$ cat src/rtl/time_digit_counter.sv
// 12-hour BCD time-of-day keeper with a manual set mode and blinking digits.
// Each output position is a 4-bit code for a 7-segment converter (4'hF = blank).
module time_digit_counter #(
    parameter int SEC_PER_MIN = 60
) (
    input  logic       clk,
    input  logic       reset,
    input  logic       sec_tick,
    input  logic       set_mode,
    input  logic       inc_min,
    input  logic       inc_hour,
    output logic [3:0] hour_tens,
    output logic [3:0] hour_ones,
    output logic [3:0] min_tens,
    output logic [3:0] min_ones,
    output logic [3:0] ampm,
    output logic       min_pulse
);

    localparam logic [7:0] SEC_LAST = 8'(SEC_PER_MIN - 1);
    localparam logic [3:0] BLANK    = 4'hF;

    logic [7:0] sec_cnt;
    logic [3:0] mt_r, mo_r, ho_r;
    logic       ht_r;   // hour tens is only ever 0 or 1
    logic       pm;
    logic       blink;

    logic [3:0] mt_inc, mo_inc, ho_inc;
    logic       ht_inc, pm_inc, hour_carry;

    // Next minute and next hour values, shared by run-mode rollover and set-mode buttons.
    always_comb begin
        mo_inc     = (mo_r == 4'd9) ? 4'd0 : mo_r + 4'd1;
        mt_inc     = mt_r;
        if (mo_r == 4'd9) begin
            mt_inc = (mt_r == 4'd5) ? 4'd0 : mt_r + 4'd1;
        end
        hour_carry = (mo_r == 4'd9) && (mt_r == 4'd5);

        ht_inc = ht_r;
        ho_inc = ho_r + 4'd1;
        pm_inc = pm;
        if (ht_r && ho_r == 4'd2) begin
            ht_inc = 1'b0;
            ho_inc = 4'd1;
        end else if (ho_r == 4'd9) begin
            ht_inc = 1'b1;
            ho_inc = 4'd0;
        end else if (ht_r && ho_r == 4'd1) begin
            pm_inc = ~pm;
        end
    end

    always_ff @(posedge clk) begin
        if (reset) begin
            sec_cnt   <= 8'd0;
            mt_r      <= 4'd0;
            mo_r      <= 4'd0;
            ht_r      <= 1'b1;
            ho_r      <= 4'd2;
            pm        <= 1'b0;
            blink     <= 1'b1;
            min_pulse <= 1'b0;
        end else if (set_mode) begin
            sec_cnt   <= 8'd0;
            min_pulse <= 1'b0;
            if (sec_tick) begin
                blink <= ~blink;
            end
            // Manual minute advance wraps 59 -> 00 without touching the hour.
            if (inc_min) begin
                mo_r <= mo_inc;
                mt_r <= mt_inc;
            end
            if (inc_hour) begin
                ht_r <= ht_inc;
                ho_r <= ho_inc;
                pm   <= pm_inc;
            end
        end else begin
            blink     <= 1'b1;
            min_pulse <= 1'b0;
            if (sec_tick) begin
                if (sec_cnt == SEC_LAST) begin
                    sec_cnt   <= 8'd0;
                    min_pulse <= 1'b1;
                    mo_r      <= mo_inc;
                    mt_r      <= mt_inc;
                    if (hour_carry) begin
                        ht_r <= ht_inc;
                        ho_r <= ho_inc;
                        pm   <= pm_inc;
                    end
                end else begin
                    sec_cnt <= sec_cnt + 8'd1;
                end
            end
        end
    end

    assign hour_tens = (!blink || !ht_r) ? BLANK : 4'd1;
    assign hour_ones = blink ? ho_r : BLANK;
    assign min_tens  = blink ? mt_r : BLANK;
    assign min_ones  = blink ? mo_r : BLANK;
    assign ampm      = pm ? 4'hB : 4'hA;

endmodule
$ cat config.mk
export PLATFORM = sky130hd
export DESIGN_NAME = time_digit_counter
export DESIGN_NICKNAME = d
export VERILOG_FILES = /design/src/rtl/time_digit_counter.sv
export SDC_FILE = /design/constraint.sdc
export NUM_CORES = 1
export LEC_CHECK = 0
export CAP_MARGIN = 20
export CORE_MARGIN = 2
export CORE_UTILIZATION = 40
export CTS_BUF_LIST = sky130_fd_sc_hd__clkbuf_8 sky130_fd_sc_hd__clkbuf_16
export DETAILED_ROUTE_END_ITERATION = 8
export PLACE_DENSITY = 0.69
export RECOVER_POWER = 100
export SLEW_MARGIN = 20
export SYNTH_ARGS = -nofsm -noshare
export SYNTH_HDL_FRONTEND = slang
export SYNTH_SLANG_ARGS = --single-unit
$ cat constraint.sdc
create_clock -name clk -period 5.85 [get_ports clk]
set_input_delay 0.8775 -clock clk [delete_from_list [all_inputs] [get_ports clk]]
set_output_delay 0.8775 -clock clk [all_outputs]
set_load 0.005 [all_outputs]
==> results of run 1 <==
## path summary, 6_finish.rpt
check	to	from	slack, ns	cells after the start
setup reg to reg	pm	sec_cnt[7]	3.13	5
hold reg to reg	mo_r[1]	mo_r[1]	0.51	2
hold / removal	mo_r[1]	mo_r[1]	0.51	2
setup / recovery	pm	sec_tick	2.47	6
## stage by stage
stage | worst slack (ns) | instance area (um^2) | cells | util [%]
floorplan | 3.27 | 1310 | 161 | -
global placement | 2.81 | 1500 | 212 | 48.7
detailed placement | 2.77 | 1500 | 212 | 48.7
CTS | 3.05 | 1540 | 215 | 50.0
global route | 2.28 | 1510 | 215 | 49.1
finish | 2.47 | 1510 | 215 | 49.1
## flip-flops by register name, indices dropped and copies added, names as in the netlist
name / cells
blink: 1
ho_r: 4
ht_r: 1
min_pulse: 1
mo_r: 4
mt_r: 4
pm: 1
sec_cnt: 8
## cell usage in the layout, fill, tap and decap left out, drive strengths merged, types with 2 or more instances in the layout
master,n
nor2b,2
nand2,18
nor2,22
dfxtp,24
nand2b,13
or3,2
nor3,3
xnor2,7
conb,4
o21ai,3
clkdlybuf4s50,3
nand4b,2
xor2,6
nand4,5
nand3,3
clkbuf,3
dlygate4sd3,19
inv,5
a21oi,7
## power by group through the flow
| stage | clock, W | sequential, W | combinational, W |
|---|---|---|---|
| 3_5_place_dp | 0 | 0.000178 | 0.0000452 |
| 6_report | 0.0000938 | 0.000174 | 0.0000402 |
| 4_1_cts | 0.0000983 | 0.000174 | 0.0000453 |
| 3_3_place_gp | 0 | 0.000178 | 0.0000447 |
| 5_1_grt | 0.000102 | 0.000175 | 0.0000454 |
| 2_1_floorplan | 0 | 0.000173 | 0.0000321 |
## per-layer routing
metal,share of wire (%),track usage (%)
met5,0,0
met4,0.85,6.52
met3,6.4,2.31
met2,48,25.2
met1,44,18.1
## area by class of cell
cell class	count	share of cell area [%]
Timing Repair Buffer	22	14.6
Clock buffer	3	2.73
Sequential cell	24	31.8
Multi-Input combinational cell	117	46.0
Tap cell	44	3.65
Inverter	5	1.24
## kinds of logic after synthesis
group                    count (synthesis)  synth area share (%)
buffers and inverters                   20                  7.89
AO/OA/AOI/OAI                           20                  11.8
AND/OR/NAND/NOR                         77                  31.1
multiplexers                             2                  1.92
flip-flops                              24                  37.0
XOR/XNOR                                13                  8.76
other                                    2                 0.578
adder cells (fa/ha/maj)                  1                 0.962
## worst min-delay path: cells and delay by family (launching register included)
family | cells | cell delay [ns]
and+or+nand+nor | 1 | 0.07
DFF | 1 | 0.34
AOI/OAI and AO/OA | 1 | 0.06
==> metrics, run 1 <==
outcome=finished clean; shortest clock period the worst path allows after layout=3.38 ns; count of H-tree levels built during CTS=1; Power per Cell Area=~200 nW/um^2; Core Footprint=approximately 3100 um^2; Worst Clk Skew=roughly 0.0038 ns; number of maximum-capacitance constraint violations=0; worst slew margin relative to its limit=31.0%; critical path type=in2reg; quantity of gates resized following cts=0; Die X-Extent=around 60 um; reported leakage power=a little over 0.6 nW; insertion delay of the later-clocked pin in the worst-skew pair=0.26 ns; number of iterations in the first detailed-routing pass=5; number of remaining DRC errors=0; count of fill cells added during filler insertion=305; pin count of the biggest net entering global routing=21; delay of the slowest cell on the worst path=roughly 0.84 ns; kind of start point of the critical path=input pin; cell chosen for the clock root=clkbuf_8; number of port buffers=22; post-route ant nets=0; crit share post-route=~58%; global-route wire length before repair=between 4000 and 5000 um; Sequential Area=a little under 500 um^2; clock group share of total power=30.4%; top cell type by total area after synthesis=dfxtp_1; Yosys top cell area share=a little under two fifths; DRT Wirelength=2460 um; CTS Hold Bufs=0; initial antenna violation count=0; Tightest Hold Check Type=reg2reg; Data arrival, critical path=3.53 ns; clock-pin transition on the worst setup and hold timing paths=roughly 0.08 ns; largest cells by area after synthesis=dfxtp_1 (37%), nor2_1 (6.4%), nand2b_1 (6.3%), nand2_1 (5.2%), xnor2_1 (4.7%); dominant synthesized flop cell=dfxtp_1; # clock sinks=24; number of global-route vias before repair=just over 1,000; largest vdd supply drop=~0.13 mV; hold slack final=~0.51 ns; Slew @ Worst Pin=approximately 1 ns; Cell Rows=20; overall power after layout=roughly 0.00031 W; power spent charging and discharging nets=roughly 0.000072 W; Antenna Cells=0; design internal power=about 0.00024 W; setup total negative slack=0 ns; share of power burned in combinational logic=a little over an eighth; total routing usage reported by global routing=14.7%; element type at the critical path end=flip-flop; area grow syn2layout=16.2%; RSZ-0062 raised after global routing=no; area of the die=3720 um^2; Setup-failing EPs final=0; Ports=27; clock tree from TritonCTS=yes; HPWL after DPL=approximately 1800 um; EDFF count, synth=0; upper clock frequency limit=around 0.3 GHz; cell with the most instances after synthesis=dfxtp_1; cell area after synthesis=1300 um^2; required time of the critical path=6.00 ns; Commonest cells post-synth=dfxtp_1 (24), nor2_1 (22), nand2_1 (18); number of buffers added by the clock tree synthesis step=3; average wire per cell in the routed design=around 11 um; number of setup buffers added after CTS=0; Remaining Overflow, GRT=0; highest fanout seen on the critical path=9; dominant delay contributor by cell family on the critical path=compound AO/OA/AOI/OAI gates; post-DR vias/cell=approximately 4.9; Initial Utilization=a little over two fifths; share of synthesized area occupied by flip-flops and latches=37.0%; Syn Inst Count=approximately 160; crit path buf inv count=1; fraction of final layout cells sized beyond drive strength 1=approximately 3.5%; number of nets in the final layout=between 150 and 200; area used by multi-input combinational logic=a little under 700 um^2; drt initial violations=37; share of power burned in registers=56.5%; die height=approximately 61 um; maximum clock insertion buffer count=2; GPL Wtd Cong=around 0.84; switching portion of total power=a little under a quarter; via count=between 1,000 and 1,500; syn_area_per_cell=between 8 and 9 um^2; share of synthesized registers carrying an async set or reset=0%; number of library cell types mapped by synthesis=41; post-synthesis register bit count=24; Slew Viols, Final=0; Slowest-stage cell, CP=o31ai_1; number of synthesis warnings=0; final hold violations=0; ordered list of cells on the worst path=dlygate4sd3_1 > nand2_1 > or3_1 > o31ai_1 > nand4b_2 > mux2_1
Power figures use the tool's default switching activity.
==> run 2, diff against run 1 <==
clock period = 3.18 ns   (was 5.85 ns; I/O delays follow)
==> run 2 against run 1 <==
Net effect: wire length increased by 0.53%; die area stayed put; critical path depth unchanged; non-clock buffer count is the same.
==> metrics, run 2 (synthesis gave the netlist of run 1 again) <==
outcome=finished clean; CTS Hold Bufs=0; Final Core Density=49.8%; Largest Register=sec_cnt; quantity of gates resized following cts=0; initial antenna violation count=0; number of nets in the final layout=180; most frequent standard cell in the layout excluding fill and tap cells=dfxtp_1; number of cells on the worst reg-to-reg path=5; drt initial violations=52; RSZ-0062 raised after global routing=no; pin count of the biggest net entering global routing=21; post-route ant nets=0; worst hold path depth=2; count of H-tree levels built during CTS=1; Setup-failing EPs final=0; Initial Utilization=a little over two fifths; critical path type=in2reg; Hold EP=mo_r[1]; flip-flop count of the largest register after layout=8; final design instance area without fill=approximately 1500 um^2; DRT Wirelength=2470 um; shortest clock period the worst path allows after layout=between 2 and 3 ns; Slew Viols, Final=0; worst slew margin relative to its limit=53.2%; clock-pin transition on the worst setup and hold timing paths=about 0.08 ns; Power per Cell Area=371 nW/um^2; Ports=27; largest vdd supply drop=0.233 mV; area of the die=3720 um^2; average wire per cell in the routed design=between 10 and 15 um; setup total negative slack=0 ns; number of port buffers=22; element type at the critical path end=flip-flop; design internal power=around 0.00043 W; HPWL after DPL=~1800 um; global-route wire length before repair=~4200 um; number of buffers added by the clock tree synthesis step=3; final hold violations=0; Sequential Area=between 400 and 500 um^2; cell chosen for the clock root=clkbuf_8; R2R Setup Slk=slightly above 0.9 ns; clock group share of total power=a little under a third; required time of the critical path=roughly 3.3 ns; hold path startpoint=mo_r[1]; fraction of final layout cells sized beyond drive strength 1=between 4 and 5%; number of iterations in the first detailed-routing pass=4; die height=approximately 61 um; upper clock frequency limit=just under 0.4 GHz; post-DR vias/cell=just under 5; highest fanout seen on the critical path=9; number of maximum-capacitance constraint violations=0; area used by multi-input combinational logic=a little over 700 um^2; number of remaining DRC errors=0; leading cell types in the layout, fill and taps excluded=dfxtp_1 (24), nor2_1 (22), dlygate4sd3_1 (19); GPL Wtd Cong=a little over 0.8; worst flop-to-flop path endpoint=pm; switching portion of total power=between 20% and 30%; Antenna Cells=0; # clock sinks=24; Worst Clk Skew=0.00341 ns; share of power burned in combinational logic=between 10% and 20%; insertion delay of the later-clocked pin in the worst-skew pair=about 0.26 ns; number of setup buffers added after CTS=0; Data arrival, critical path=roughly 2.7 ns; Remaining Overflow, GRT=0; Slew @ Worst Pin=~0.70 ns; reported leakage power=0.611 nW; maximum clock insertion buffer count=2; power spent charging and discharging nets=0.000133 W; crit share post-route=79.6%; Tightest Hold Check Type=reg2reg; area grow syn2layout=17.8%; Placed Area=between 1000 and 1500 um^2; reg-to-reg critical path startpoint=sec_cnt[7]; count of fill cells added during filler insertion=302; Cell Rows=20; number of global-route vias before repair=1,018; share of power burned in registers=~56%; via count=around 1,100; Die X-Extent=61.0 um; Core Footprint=3080 um^2; total routing usage reported by global routing=14.7%; clock tree from TritonCTS=yes; kind of start point of the critical path=input pin
[run 2: final cells by class]
type	instances	share of cell area, %
repair buffers	22	14.4
flip-flops and latches	24	31.4
clock buffers	3	2.70
multi-input cells	117	46.7
well taps	44	3.59
inverters	5	1.23
[run 2: how the worst max path moves through the flow]
| stage | start | endpoint | slack [ns] | cells after the start |
|---|---|---|---|---|
| floorplan | sec_tick | pm | 1.0 | 6 |
| global placement | sec_tick | pm | 0.54 | 6 |
| detailed placement | sec_tick | pm | 0.50 | 6 |
| CTS | sec_tick | pm | 0.78 | 6 |
| global route | sec_tick | pm | 0.54 | 6 |
| finish | sec_tick | pm | 0.65 | 6 |
[run 2: metal layers]
metal  up-vias  part of all wire, %  GRT usage [%]
met5         -                    0              0
met4         0                 0.85           6.52
met3         4                  5.3           2.31
met2        29                   49           25.2
met1       483                   45           18.1
li1        545                    -              -
[run 2: metrics by stage]
stage                     worst slack (ns)  cells  total power, W  hold WS [ns]
after floorplan                      0.999    161        0.000377         0.459
after global placement               0.541    212        0.000409         0.470
after detailed placement             0.496    212        0.000410         0.495
after CTS                            0.781    215        0.000584         0.507
after global routing                 0.536    215        0.000594         0.538
final                                0.649    215        0.000568         0.508
[run 2: power by group through the flow]
stage / Combinational (W) / Clock [W] / Sequential (W)
2_1_floorplan: 0.0000591 / 0 / 0.000318
3_3_place_gp: 0.0000823 / 0 / 0.000327
3_5_place_dp: 0.0000832 / 0 / 0.000327
4_1_cts: 0.0000834 / 0.000181 / 0.000320
5_1_grt: 0.0000849 / 0.000187 / 0.000322
6_report: 0.0000752 / 0.000172 / 0.000320
[run 2: critical path, cell delays in order]
cell and delay [ns]:
dlygate4sd3_1 0.68, nand2_1 0.17, or3_1 0.47, o31ai_4 0.40
nand4b_2 0.15, mux2_1 0.33
==> run 3, diff against run 2 <==
PLACE_DENSITY = 0.71   (was 0.69)
clock period = 2.22 ns   (was 3.18 ns; I/O delays follow)
==> run 3 against run 2 <==
Net effect: sequential power is 43% higher; total power is 45% higher; sequential cell count stayed put; via count is 2.1% higher; clock-buffer cell count stayed put; first-iteration DRC count is 15% lower; register-to-register slack worse by 0.75 ns; final cell count is 2.3% higher; critical path depth stayed put; wire length is 2.1% higher.
==> metrics, run 3 (synthesis gave the netlist of run 1 again) <==
timing startpoint of the critical path=sec_cnt[7]; Data arrival, critical path=~2.2 ns; quantity of gates resized following cts=0; Slew @ Worst Pin=0.513 ns; element type at the critical path end=flip-flop; largest vdd supply drop=0.329 mV; Setup-failing EPs final=0; pin count of the biggest net entering global routing=15; via count=about 1,100; post-DR vias/cell=4.92; Ports=27; Largest Register=sec_cnt; count of fill cells added during filler insertion=roughly 310; global-route met2 utilization=between 20% and 30%; crit share post-route=between 90% and 100%; global-route wire length before repair=between 4000 and 5000 um; count of H-tree levels built during CTS=1; Worst Clk Skew=0.00192 ns; Tightest Hold Check Type=reg2reg; critical path type=reg2reg; area of the die=about 3700 um^2; flip-flop count of the largest register after layout=8; clock tree from TritonCTS=yes; clock-pin transition on the worst setup and hold timing paths=about 0.080 ns; # clock sinks=24; worst hold path depth=2; Power per Cell Area=525 nW/um^2; Antenna Cells=0; share of power burned in combinational logic=roughly 14%; average wire per cell in the routed design=approximately 11 um; Core Footprint=around 3000 um^2; insertion delay of the later-clocked pin in the worst-skew pair=between 0.2 and 0.3 ns; CTS Hold Bufs=0; reported leakage power=between 0.6 and 0.7 nW; DRT Wirelength=2520 um; layer with the highest usage after global routing=met2; Cell Rows=20; total routing usage reported by global routing=14.7%; clock group share of total power=a little under a third; die height=between 60 and 70 um; share of power burned in registers=between 50% and 60%; number of remaining DRC errors=0; design internal power=0.000627 W; post-route ant nets=0; outcome=finished clean; number of iterations in the first detailed-routing pass=4; switching portion of total power=about a quarter; Worst path depth=6; worst slew margin relative to its limit=65.7%; delay of the slowest cell on the worst path=about 0.55 ns; HPWL after DPL=roughly 2000 um; number of buffers added by the clock tree synthesis step=3; drt initial violations=44; cell chosen for the clock root=clkbuf_8; Die X-Extent=between 60 and 70 um; hold path startpoint=mo_r[1]; maximum clock insertion buffer count=2; number of cells on the worst reg-to-reg path=6; power spent charging and discharging nets=between 0.00015 and 0.0002 W; leading cell types in the layout, fill and taps excluded=dfxtp_1 (24), nor2_1 (22), nand2_1 (18); GRT met1 Usage=between 10% and 20%; required time of the critical path=roughly 2.4 ns; number of global-route vias before repair=~940; shortest clock period the worst path allows after layout=about 2.1 ns; ordered list of cells on the worst path=or4b_4 > or3_4 > o31ai_4 > buf_4 > nand3_1 > a211oi_1; Slew Viols, Final=0; Initial Utilization=between 40% and 50%; setup total negative slack=0 ns; crit path buf inv count=1; GPL Wtd Cong=0.852; number of maximum-capacitance constraint violations=0; Slowest-stage cell, CP=or4b_4; number of setup buffers added after CTS=0; dominant delay contributor by cell family on the critical path=simple AND/OR/NAND/NOR gates; area grow syn2layout=20.5%; highest fanout seen on the critical path=7; kind of start point of the critical path=flip-flop; RSZ-0062 raised after global routing=no; Final Core Density=50.9%; final hold violations=0; number of port buffers=22; Remaining Overflow, GRT=0; initial antenna violation count=0; met3 Usage GRT=under 10%; most frequent standard cell in the layout excluding fill and tap cells=dfxtp_1; hold slack final=a little under 0.5 ns; reg-to-reg critical path startpoint=sec_cnt[7]; number of nets in the final layout=about 190; upper clock frequency limit=between 0.4 and 0.5 GHz; fraction of final layout cells sized beyond drive strength 1=slightly below 7%
run 3: changes by cell type in the layout (fill, tap and decap cells not counted), moves of 2 or more:
| cell | change |
|---|---|
| clkdlybuf4s50_1 | +2 |
| dlygate4sd3_1 | -2 |
| clkbuf_1 | +2 |
| buf_4 | +3 |
run 3: power groups by stage:
stage | logic, W | clock network (W) | registers (W)
4_1_cts | 0.000125 | 0.000258 | 0.000459
3_5_place_dp | 0.000125 | 0 | 0.000469
5_1_grt | 0.000127 | 0.000273 | 0.000462
3_3_place_gp | 0.000123 | 0 | 0.000468
6_report | 0.000114 | 0.000249 | 0.000459
2_1_floorplan | 0.0000846 | 0 | 0.000455
run 3: cell type report:
| type | instances | area, um^2 | area share (%) |
|---|---|---|---|
| clock buffer | 3 | 41.3 | 2.64 |
| tap | 44 | 55.1 | 3.51 |
| timing repair buffer | 27 | 250 | 16.0 |
| sequential | 24 | 480 | 30.7 |
| inverter | 5 | 18.8 | 1.20 |
| multi-input combinational | 117 | 721 | 46.0 |
run 3: worst min-delay path: stages, from the launching register on:
cell and delay (ns):
dfxtp_1 0.34, nand2_1 0.06, a21oi_1 0.05
run 3: per-stage QoR:
step	setup WS, ns	total power, W	std cells	cell area [um^2]
floorplan	0.128	0.000540	161	1310
global placement	0.119	0.000591	217	1540
CTS	0.144	0.000842	220	1580
detailed placement	0.0871	0.000594	217	1540
finish	0.167	0.000822	220	1570
global route	0.0611	0.000861	220	1570
run 3: final timing paths:
path	end	slack (ns)
setup / recovery	ho_r[2]	0.17
hold / removal	mo_r[1]	0.49
setup reg to reg	ho_r[2]	0.17
hold reg to reg	mo_r[1]	0.49
run 3: metal layers:
| layer | vias up | share of wire (%) | wire length [um] |
|---|---|---|---|
| met5 | - | 0 | 0 |
| met1 | 503 | 44 | 1120 |
| met4 | 0 | 0.83 | 21 |
| met3 | 5 | 4.2 | 106 |
| met2 | 22 | 51 | 1280 |
| li1 | 553 | - | - |
